### src/rtl/api_pkg.sv
// Shared constants and bus FSM state type for the miner controller API slave.
package api_pkg;

    localparam logic [5:0] API_TXFIFO  = 6'h00;
    localparam logic [5:0] API_RXFIFO  = 6'h04;
    localparam logic [5:0] API_STATE   = 6'h08;
    localparam logic [5:0] API_TIMEOUT = 6'h0C;
    localparam logic [5:0] API_SCK     = 6'h10;
    localparam logic [5:0] API_LW      = 6'h18;

    localparam logic [31:0] RX_EMPTY_MAGIC = 32'h1234_5678;
    localparam logic [31:0] BAD_ADDR_MAGIC = 32'hDEAD_DEAD;
    localparam logic [31:0] NONCE_FILLER   = 32'hBEAF_BEAF;

    localparam logic [2:0] FLUSH_CYCLES = 3'd4;

    typedef enum logic [1:0] {
        BUS_IDLE,
        BUS_WAIT_TX,
        BUS_RESP
    } bus_state_e;

endpackage

### src/rtl/lw_counter_bank.sv
// Per-miner local-work counters with sticky saturation and snapshot-and-clear.
module lw_counter_bank #(
    parameter int NUM_MINERS = 10,
    parameter int CNT_W      = 24,
    parameter int MID_W      = 4
) (
    input  logic             clk,
    input  logic             rst_n,
    input  logic             inc_en,
    input  logic [MID_W-1:0] inc_id,
    input  logic             clr_en,
    input  logic [3:0]       clr_idx,
    output logic [CNT_W-1:0] sel_cnt,
    output logic             sel_sat
);

    logic [CNT_W-1:0]      cnt_q [NUM_MINERS];
    logic [CNT_W-1:0]      cnt_d [NUM_MINERS];
    logic [NUM_MINERS-1:0] sat_q, sat_d;

    always_comb begin
        cnt_d   = cnt_q;
        sat_d   = sat_q;
        sel_cnt = '0;
        sel_sat = 1'b0;
        for (int i = 0; i < NUM_MINERS; i++) begin
            // A clear that coincides with an increment keeps that one new count.
            if (clr_en && (32'(clr_idx) == i)) begin
                sel_cnt  = cnt_q[i];
                sel_sat  = sat_q[i];
                cnt_d[i] = (inc_en && (32'(inc_id) == i)) ? CNT_W'(1) : '0;
                sat_d[i] = 1'b0;
            end else if (inc_en && (32'(inc_id) == i)) begin
                if (&cnt_q[i]) sat_d[i] = 1'b1;
                else           cnt_d[i] = cnt_q[i] + CNT_W'(1);
            end
        end
    end

    // NOTE: the counter array is software-visible state, so every entry gets reset.
    always_ff @(posedge clk or negedge rst_n) begin
        if (!rst_n) begin
            for (int i = 0; i < NUM_MINERS; i++) cnt_q[i] <= '0;
            sat_q <= '0;
        end else begin
            cnt_q <= cnt_d;
            sat_q <= sat_d;
        end
    end

endmodule

### src/rtl/api_slave_mc.sv
// Wishbone register slave for the miner controller: FIFO access, configuration
// registers, and per-miner local-work counters.
module api_slave_mc
    import api_pkg::*;
#(
    parameter int NUM_MINERS = 10,
    parameter int CNT_W      = 24,
    parameter int MID_W      = 4,
    parameter int WIN_LO     = 2,
    parameter int WIN_HI     = 9
) (
    input  logic             clk,
    input  logic             rst_n,
    input  logic             API_CYC_I,
    input  logic             API_STB_I,
    input  logic             API_WE_I,
    input  logic [5:0]       API_ADR_I,
    input  logic [31:0]      API_DAT_I,
    output logic             API_ACK_O,
    output logic             API_ERR_O,
    output logic [31:0]      API_DAT_O,
    output logic             txfifo_push,
    output logic [31:0]      txfifo_din,
    input  logic             txfull,
    input  logic [10:0]      txcnt,
    output logic             rxfifo_pop,
    input  logic [31:0]      rxfifo_dout,
    input  logic             rxempty,
    input  logic [9:0]       rxcnt,
    input  logic [2:0]       reg_state,
    output logic             reg_flush,
    output logic [27:0]      reg_timeout,
    output logic [7:0]       reg_sck,
    output logic [5:0]       reg_ch_num,
    output logic [7:0]       reg_word_num,
    input  logic             rx_fifo_wr_en,
    input  logic [31:0]      rx_fifo_din,
    input  logic [MID_W-1:0] miner_id,
    input  logic [4:0]       work_cnt
);

    bus_state_e       state_q, state_d;
    logic             ack_q, ack_d, err_q, err_d;
    logic [31:0]      dat_q, dat_d;
    logic [27:0]      timeout_q, timeout_d;
    logic [7:0]       sck_q, sck_d, word_num_q, word_num_d;
    logic [5:0]       ch_num_q, ch_num_d;
    logic [2:0]       flush_cnt_q, flush_cnt_d;
    logic [CNT_W-1:0] snap_q, snap_d;
    logic             snap_sat_q, snap_sat_d;
    logic [31:0]      last_win_q, last_win_d;

    logic             access, lw_clr, in_win, nonce_ok;
    logic [CNT_W-1:0] bank_cnt;
    logic             bank_sat;
    logic [31:0]      lw_rd;

    // The dedup word tracks every in-window write, counted or not.
    assign in_win   = rx_fifo_wr_en && (32'(work_cnt) >= WIN_LO) && (32'(work_cnt) <= WIN_HI);
    assign nonce_ok = in_win && (rx_fifo_din != NONCE_FILLER) && (rx_fifo_din != 32'h0)
                      && (rx_fifo_din != 32'hFFFF_FFFF) && (rx_fifo_din != last_win_q);
    assign last_win_d = in_win ? rx_fifo_din : last_win_q;

    always_comb begin
        lw_rd            = '0;
        lw_rd[CNT_W-1:0] = snap_q;
        lw_rd[31]        = snap_sat_q;
    end

    // NOTE: every signal assigned below gets a default first, so no latches are inferred.
    always_comb begin
        state_d     = state_q;
        ack_d       = 1'b0;
        err_d       = 1'b0;
        dat_d       = '0;
        timeout_d   = timeout_q;
        sck_d       = sck_q;
        ch_num_d    = ch_num_q;
        word_num_d  = word_num_q;
        flush_cnt_d = (flush_cnt_q != 3'd0) ? flush_cnt_q - 3'd1 : 3'd0;
        snap_d      = snap_q;
        snap_sat_d  = snap_sat_q;
        access      = 1'b0;
        txfifo_push = 1'b0;
        rxfifo_pop  = 1'b0;
        lw_clr      = 1'b0;

        case (state_q)
            BUS_IDLE:
                if (API_CYC_I && API_STB_I) begin
                    if (API_ADR_I == API_TXFIFO && API_WE_I && txfull) begin
                        state_d = BUS_WAIT_TX;
                    end else begin
                        state_d = BUS_RESP;
                        access  = 1'b1;
                    end
                end
            BUS_WAIT_TX:
                if (!(API_CYC_I && API_STB_I)) begin
                    state_d = BUS_IDLE;
                end else if (!txfull) begin
                    state_d = BUS_RESP;
                    access  = 1'b1;
                end
            default: state_d = BUS_IDLE;
        endcase

        // Side effects fire only on the single cycle the FSM commits the access.
        if (access) begin
            ack_d = 1'b1;
            case (API_ADR_I)
                API_TXFIFO:
                    if (API_WE_I) txfifo_push = 1'b1;
                    else          dat_d = {21'b0, txcnt};
                API_RXFIFO:
                    if (API_WE_I) begin
                        ack_d = 1'b0;
                        err_d = 1'b1;
                        dat_d = BAD_ADDR_MAGIC;
                    end else if (rxempty) begin
                        dat_d = RX_EMPTY_MAGIC;
                    end else begin
                        dat_d      = rxfifo_dout;
                        rxfifo_pop = 1'b1;
                    end
                API_STATE:
                    if (API_WE_I) begin
                        if (API_DAT_I[1]) flush_cnt_d = FLUSH_CYCLES;
                    end else begin
                        dat_d = {2'b0, rxcnt, 3'b0, rxempty, reg_state, txcnt, reg_flush, txfull};
                    end
                API_TIMEOUT:
                    if (API_WE_I) timeout_d = API_DAT_I[27:0];
                    else          dat_d = {4'b0, timeout_q};
                API_SCK:
                    if (API_WE_I) begin
                        sck_d      = API_DAT_I[7:0];
                        ch_num_d   = API_DAT_I[21:16];
                        word_num_d = API_DAT_I[31:24];
                    end else begin
                        dat_d = {word_num_q, 2'b0, ch_num_q, 8'b0, sck_q};
                    end
                API_LW:
                    if (!API_WE_I) begin
                        dat_d = lw_rd;
                    end else if (32'(API_DAT_I[3:0]) < NUM_MINERS) begin
                        lw_clr     = 1'b1;
                        snap_d     = bank_cnt;
                        snap_sat_d = bank_sat;
                    end else begin
                        ack_d = 1'b0;
                        err_d = 1'b1;
                        dat_d = BAD_ADDR_MAGIC;
                    end
                default: begin
                    ack_d = 1'b0;
                    err_d = 1'b1;
                    dat_d = BAD_ADDR_MAGIC;
                end
            endcase
        end
    end

    // NOTE: state registers use non-blocking assignments so all flops update together.
    always_ff @(posedge clk or negedge rst_n) begin
        if (!rst_n) begin
            state_q     <= BUS_IDLE;
            ack_q       <= 1'b0;
            err_q       <= 1'b0;
            dat_q       <= '0;
            timeout_q   <= '0;
            sck_q       <= '0;
            ch_num_q    <= '0;
            word_num_q  <= '0;
            flush_cnt_q <= '0;
            snap_q      <= '0;
            snap_sat_q  <= 1'b0;
            last_win_q  <= '0;
        end else begin
            state_q     <= state_d;
            ack_q       <= ack_d;
            err_q       <= err_d;
            dat_q       <= dat_d;
            timeout_q   <= timeout_d;
            sck_q       <= sck_d;
            ch_num_q    <= ch_num_d;
            word_num_q  <= word_num_d;
            flush_cnt_q <= flush_cnt_d;
            snap_q      <= snap_d;
            snap_sat_q  <= snap_sat_d;
            last_win_q  <= last_win_d;
        end
    end

    lw_counter_bank #(
        .NUM_MINERS(NUM_MINERS),
        .CNT_W     (CNT_W),
        .MID_W     (MID_W)
    ) u_bank (
        .clk    (clk),
        .rst_n  (rst_n),
        .inc_en (nonce_ok),
        .inc_id (miner_id),
        .clr_en (lw_clr),
        .clr_idx(API_DAT_I[3:0]),
        .sel_cnt(bank_cnt),
        .sel_sat(bank_sat)
    );

    assign API_ACK_O    = ack_q;
    assign API_ERR_O    = err_q;
    assign API_DAT_O    = dat_q;
    assign txfifo_din   = txfifo_push ? API_DAT_I : 32'h0;
    assign reg_flush    = (flush_cnt_q != 3'd0);
    assign reg_timeout  = timeout_q;
    assign reg_sck      = sck_q;
    assign reg_ch_num   = ch_num_q;
    assign reg_word_num = word_num_q;

endmodule

### config.mk
export PLATFORM = sky130hd
export DESIGN_NAME = api_slave_mc
export DESIGN_NICKNAME = d
export VERILOG_FILES = /design/src/rtl/api_pkg.sv /design/src/rtl/lw_counter_bank.sv /design/src/rtl/api_slave_mc.sv
export SDC_FILE = /design/constraint.sdc
export NUM_CORES = 1
export LEC_CHECK = 0
export CORE_ASPECT_RATIO = 1.75
export CORE_MARGIN = 2
export CORE_UTILIZATION = 45
export DETAILED_ROUTE_END_ITERATION = 8
export PLACE_DENSITY = 0.66
export SYNTH_ARGS = -nofsm -noshare
export SYNTH_HDL_FRONTEND = slang
export SYNTH_SLANG_ARGS = --single-unit
### constraint.sdc
create_clock -name clk -period 2.8 [get_ports clk]
set_input_delay 0.42 -clock clk [delete_from_list [all_inputs] [get_ports clk]]
set_output_delay 0.42 -clock clk [all_outputs]
set_load 0.03 [all_outputs]
==> results.json <==
{
  "cts.sinks": 396,
  "h-tree-depth": 2,
  "setup-violations-final": 1,
  "crit_start": "API_ADR_I[3]",
  "wl_met3_um": 5044,
  "synthFlopType": "dfrtp_1",
  "final_util": 0.5877,
  "highest_layer": "met5",
  "port_buffers": 260,
  "fin_crit_sh": 1.002,
  "outcome": "complete, but fails checks",
  "postSynth.asyncResetShare": 1.000,
  "wl_per_cell_um": 24.10,
  "cts_tree": "built",
  "grt_pass1_wl_um": 128400,
  "synth_area_um2": 22410,
  "place.gp.congestion": 1.008,
  "r2r_cells": 8,
  "dieWidth_um": 172.7,
  "fin_tns_setup_ns": -0.004573,
  "synth-edff-count": 0,
  "synth-seq-cells": 396,
  "layout_common_cells": "396 x dfrtp_1, 270 x buf_4, 269 x nor2_1",
  "worstSetupStartpointType": "primary input",
  "clk_latency_ns": 0.58,
  "slew_viol_final": 0,
  "cts_buffers": 40,
  "rsz0062_at_grt": "yes",
  "p_int_w": 0.009755,
  "ys_seq_area_frac": 0.4421,
  "routed_wirelength_um": 84100,
  "cp.arrival_ns": 3.22,
  "dr.pass1.iters": 8,
  "area_growth_pct": 29.68,
  "path_class": "primary input to flip-flop",
  "cp_max_fo": 4,
  "hold_class": "primary input to async pin",
  "power_frac_seq": 0.467,
  "cts.clk_slew.worst_paths_ns": 0.07,
  "drive_above_1_share": 0.1951,
  "reg2reg_from": "u_bank.cnt_q[168]$_DFFE_PN0P_",
  "ant_nets": 0,
  "grt_max_degree": 95,
  "violations": "negative setup slack",
  "routed-wl-met2_um": 42450,
  "antenna_found_initial": 1,
  "dieHeight_um": 299.2,
  "crit_end": "snap_q[20]$_DFFE_PN0P_",
  "dpl_cell_area_um2": 27660,
  "core_um2": 49460,
  "fin_skew_ns": 0.02781,
  "synth_nets": 2522,
  "clock_path_buffers": 3,
  "cp.required_ns": 3.21,
  "grt.overflow.total": 0,
  "cap_violations": 0,
  "synth_warnings": 0,
  "vias_per_cell": 6.160,
  "fin_ws_ns": -0.004573,
  "drt-met1-wl_um": 27470,
  "rr_endpoint": "u_bank.cnt_q[190]$_DFFE_PN0P_",
  "leakage_nw": 12.22,
  "first_global_vias": 21940,
  "drtIter0Drc": 1623,
  "grt_use_total": 0.3218,
  "clkPwrFrac": 0.429,
  "die_area_um2": 51680,
  "antenna_cells": 0,
  "tightestPinTransition_ns": 0.7363,
  "max_freq_mhz": 356.6,
  "end_kind": "flip-flop",
  "final_area_um2": 29070,
  "power.density_nw_per_um2": 454.6,
  "io-pin-count": 262,
  "period_needed_ns": 2.805,
  "avgSynthCellArea_um2": 9.469,
  "hold_violations": 0,
  "initial_core_util": 0.4532,
  "hpwl_um": 64600,
  "syn_inst": 2367,
  "drc": 0,
  "root_buffer": "clkbuf_16",
  "hold_ws_ns": 0.3373,
  "num_vias": 21490,
  "power_w": 0.01321,
  "comb_power_share": 0.104,
  "slew_headroom": 0.5091,
  "layout_commonest_cell": "dfrtp_1",
  "nets": 2952,
  "yosysUniqueCellTypes": 83,
  "switchingPower_w": 0.003459,
  "max-vdd-ir-drop_mv": 0.4493,
  "fp-row-count": 108,
  "swShare": 0.2618,
  "r2r_slack_ns": 0.23
}
[power by group through the flow]
| stage | clock, W | combinational, W | sequential, W |
|---|---|---|---|
| detailed placement | 0 | 0.00137 | 0.00627 |
| CTS | 0.00576 | 0.00138 | 0.00616 |
| finish | 0.00567 | 0.00137 | 0.00617 |
| floorplan | 0 | 0.000509 | 0.00629 |
| global placement | 0 | 0.00133 | 0.00626 |
| global route | 0.00598 | 0.00148 | 0.00619 |
[how the worst min path moves through the flow]
stage / startpoint / to / slack, ns / cells after the start
6_report: rst_n / u_bank.cnt_q[39]$_DFFE_PN0P_ / 0.34 / 2
5_1_grt: rst_n / u_bank.cnt_q[65]$_DFFE_PN0P_ / 0.37 / 2
4_1_cts: API_WE_I / API_DAT_O[20]$_DFF_PN0_ / 0.33 / 3
3_5_place_dp: rst_n / u_bank.cnt_q[39]$_DFFE_PN0P_ / 0.35 / 1
3_3_place_gp: rst_n / u_bank.cnt_q[39]$_DFFE_PN0P_ / 0.34 / 1
2_1_floorplan: rst_n / API_ACK_O$_DFF_PN0_ / 0.12 / 0
[cell families (layout without fill, tap and decap cells)]
group / Yosys count / in the layout / synth area share
AOI/OAI and AO/OA: 426 / 426 / 0.1286
xor gates and xnor gates: 188 / 188 / 0.07347
adders and majority gates: 12 / 12 / 0.006699
buffers and inverters: 179 / 641 / 0.03221
DFF: 396 / 396 / 0.4421
muxes: 126 / 126 / 0.07508
and+or+nand+nor: 1040 / 1040 / 0.2418
[Yosys cell counts, types with 10 or more instances]
cell type  count  area share
dfrtp_1      396        0.44
nor2_1       270       0.045
nand2_1      172       0.029
xnor2_1      140       0.055
o21ai_0      109       0.024
nor3_1       107       0.024
nand3_1      100       0.022
clkbuf_1      99       0.017
a21oi_1       91       0.020
mux2_2        87       0.044
nand4_1       80       0.022
nor4_1        58       0.016
and3_1        48       0.013
xor2_1        48       0.019
and2_1        45       0.013
buf_2         37      0.0083
or3_1         35      0.0098
inv_1         33      0.0055
and4_1        27       0.011
a31oi_1       25      0.0070
mux4_2        25       0.025
a2bb2oi_1     21      0.0082
o22ai_1       21      0.0059
a22oi_1       20      0.0067
a221o_1       17      0.0076
a222oi_1      15      0.0067
nor4b_1       15      0.0059
o221ai_1      15      0.0059
or4_1         15      0.0050
mux2i_1       14      0.0063
or2_2         13      0.0036
ha_1          12      0.0067
nor3b_1       12      0.0040
nand2b_1      10      0.0028
[worst max-delay path: stages]
cell             delay, ns
clkdlybuf4s50_1       0.53
nor2b_1               0.42
nand4_1               0.34
or3_1                 0.47
nor2_1                0.11
a211oi_1              0.07
a2111oi_0             0.65
o21ai_0               0.21
[through the flow]
stage,setup WS (ns),instances
CTS,0.002668,3488
floorplan,0.1066,2367
detailed placement,-0.5970,3412
global route,-0.01529,3489
global placement,-0.6479,3412
finish,-0.004573,3489
[per-layer routing]
layer,vias up,track usage
li1,9590,-
met1,10470,0.3143
met2,1052,0.5805
met3,384,0.05238
met4,2,0.2928
met5,-,0
[sequential cells by signal, summed over array words and instances, names as in the netlist]
register	cells
u_bank.sat_q	10
API_ACK_O	1
flush_cnt_q	3
API_DAT_O	32
snap_sat_q	1
API_ERR_O	1
state_q	2
reg_sck	8
u_bank.cnt_q	240
reg_ch_num	6
reg_timeout	28
snap_q	24
last_win_q	32
reg_word_num	8
[layout make-up]
class	instances	area (µm²)
fillers	4309	20390
multi-input cells	1792	11840
flip-flops and latches	396	9910
repair buffers	534	4996
clock buffers	48	1102
well taps	660	825.8
clock inverters	26	266.5
inverters	33	123.9
[timing repair]
item | in CTS | in global routing
gates cloned | 0 | 0
pin swaps | 1 | 1
hold endpoints to repair | 37 | 0
gates resized for setup | 6 | 8
endpoints found under the setup margin | 33 | 32
hold buffers | 1 | 0
buffers inserted | 1 | 1
(Power assumes the default switching activity.)
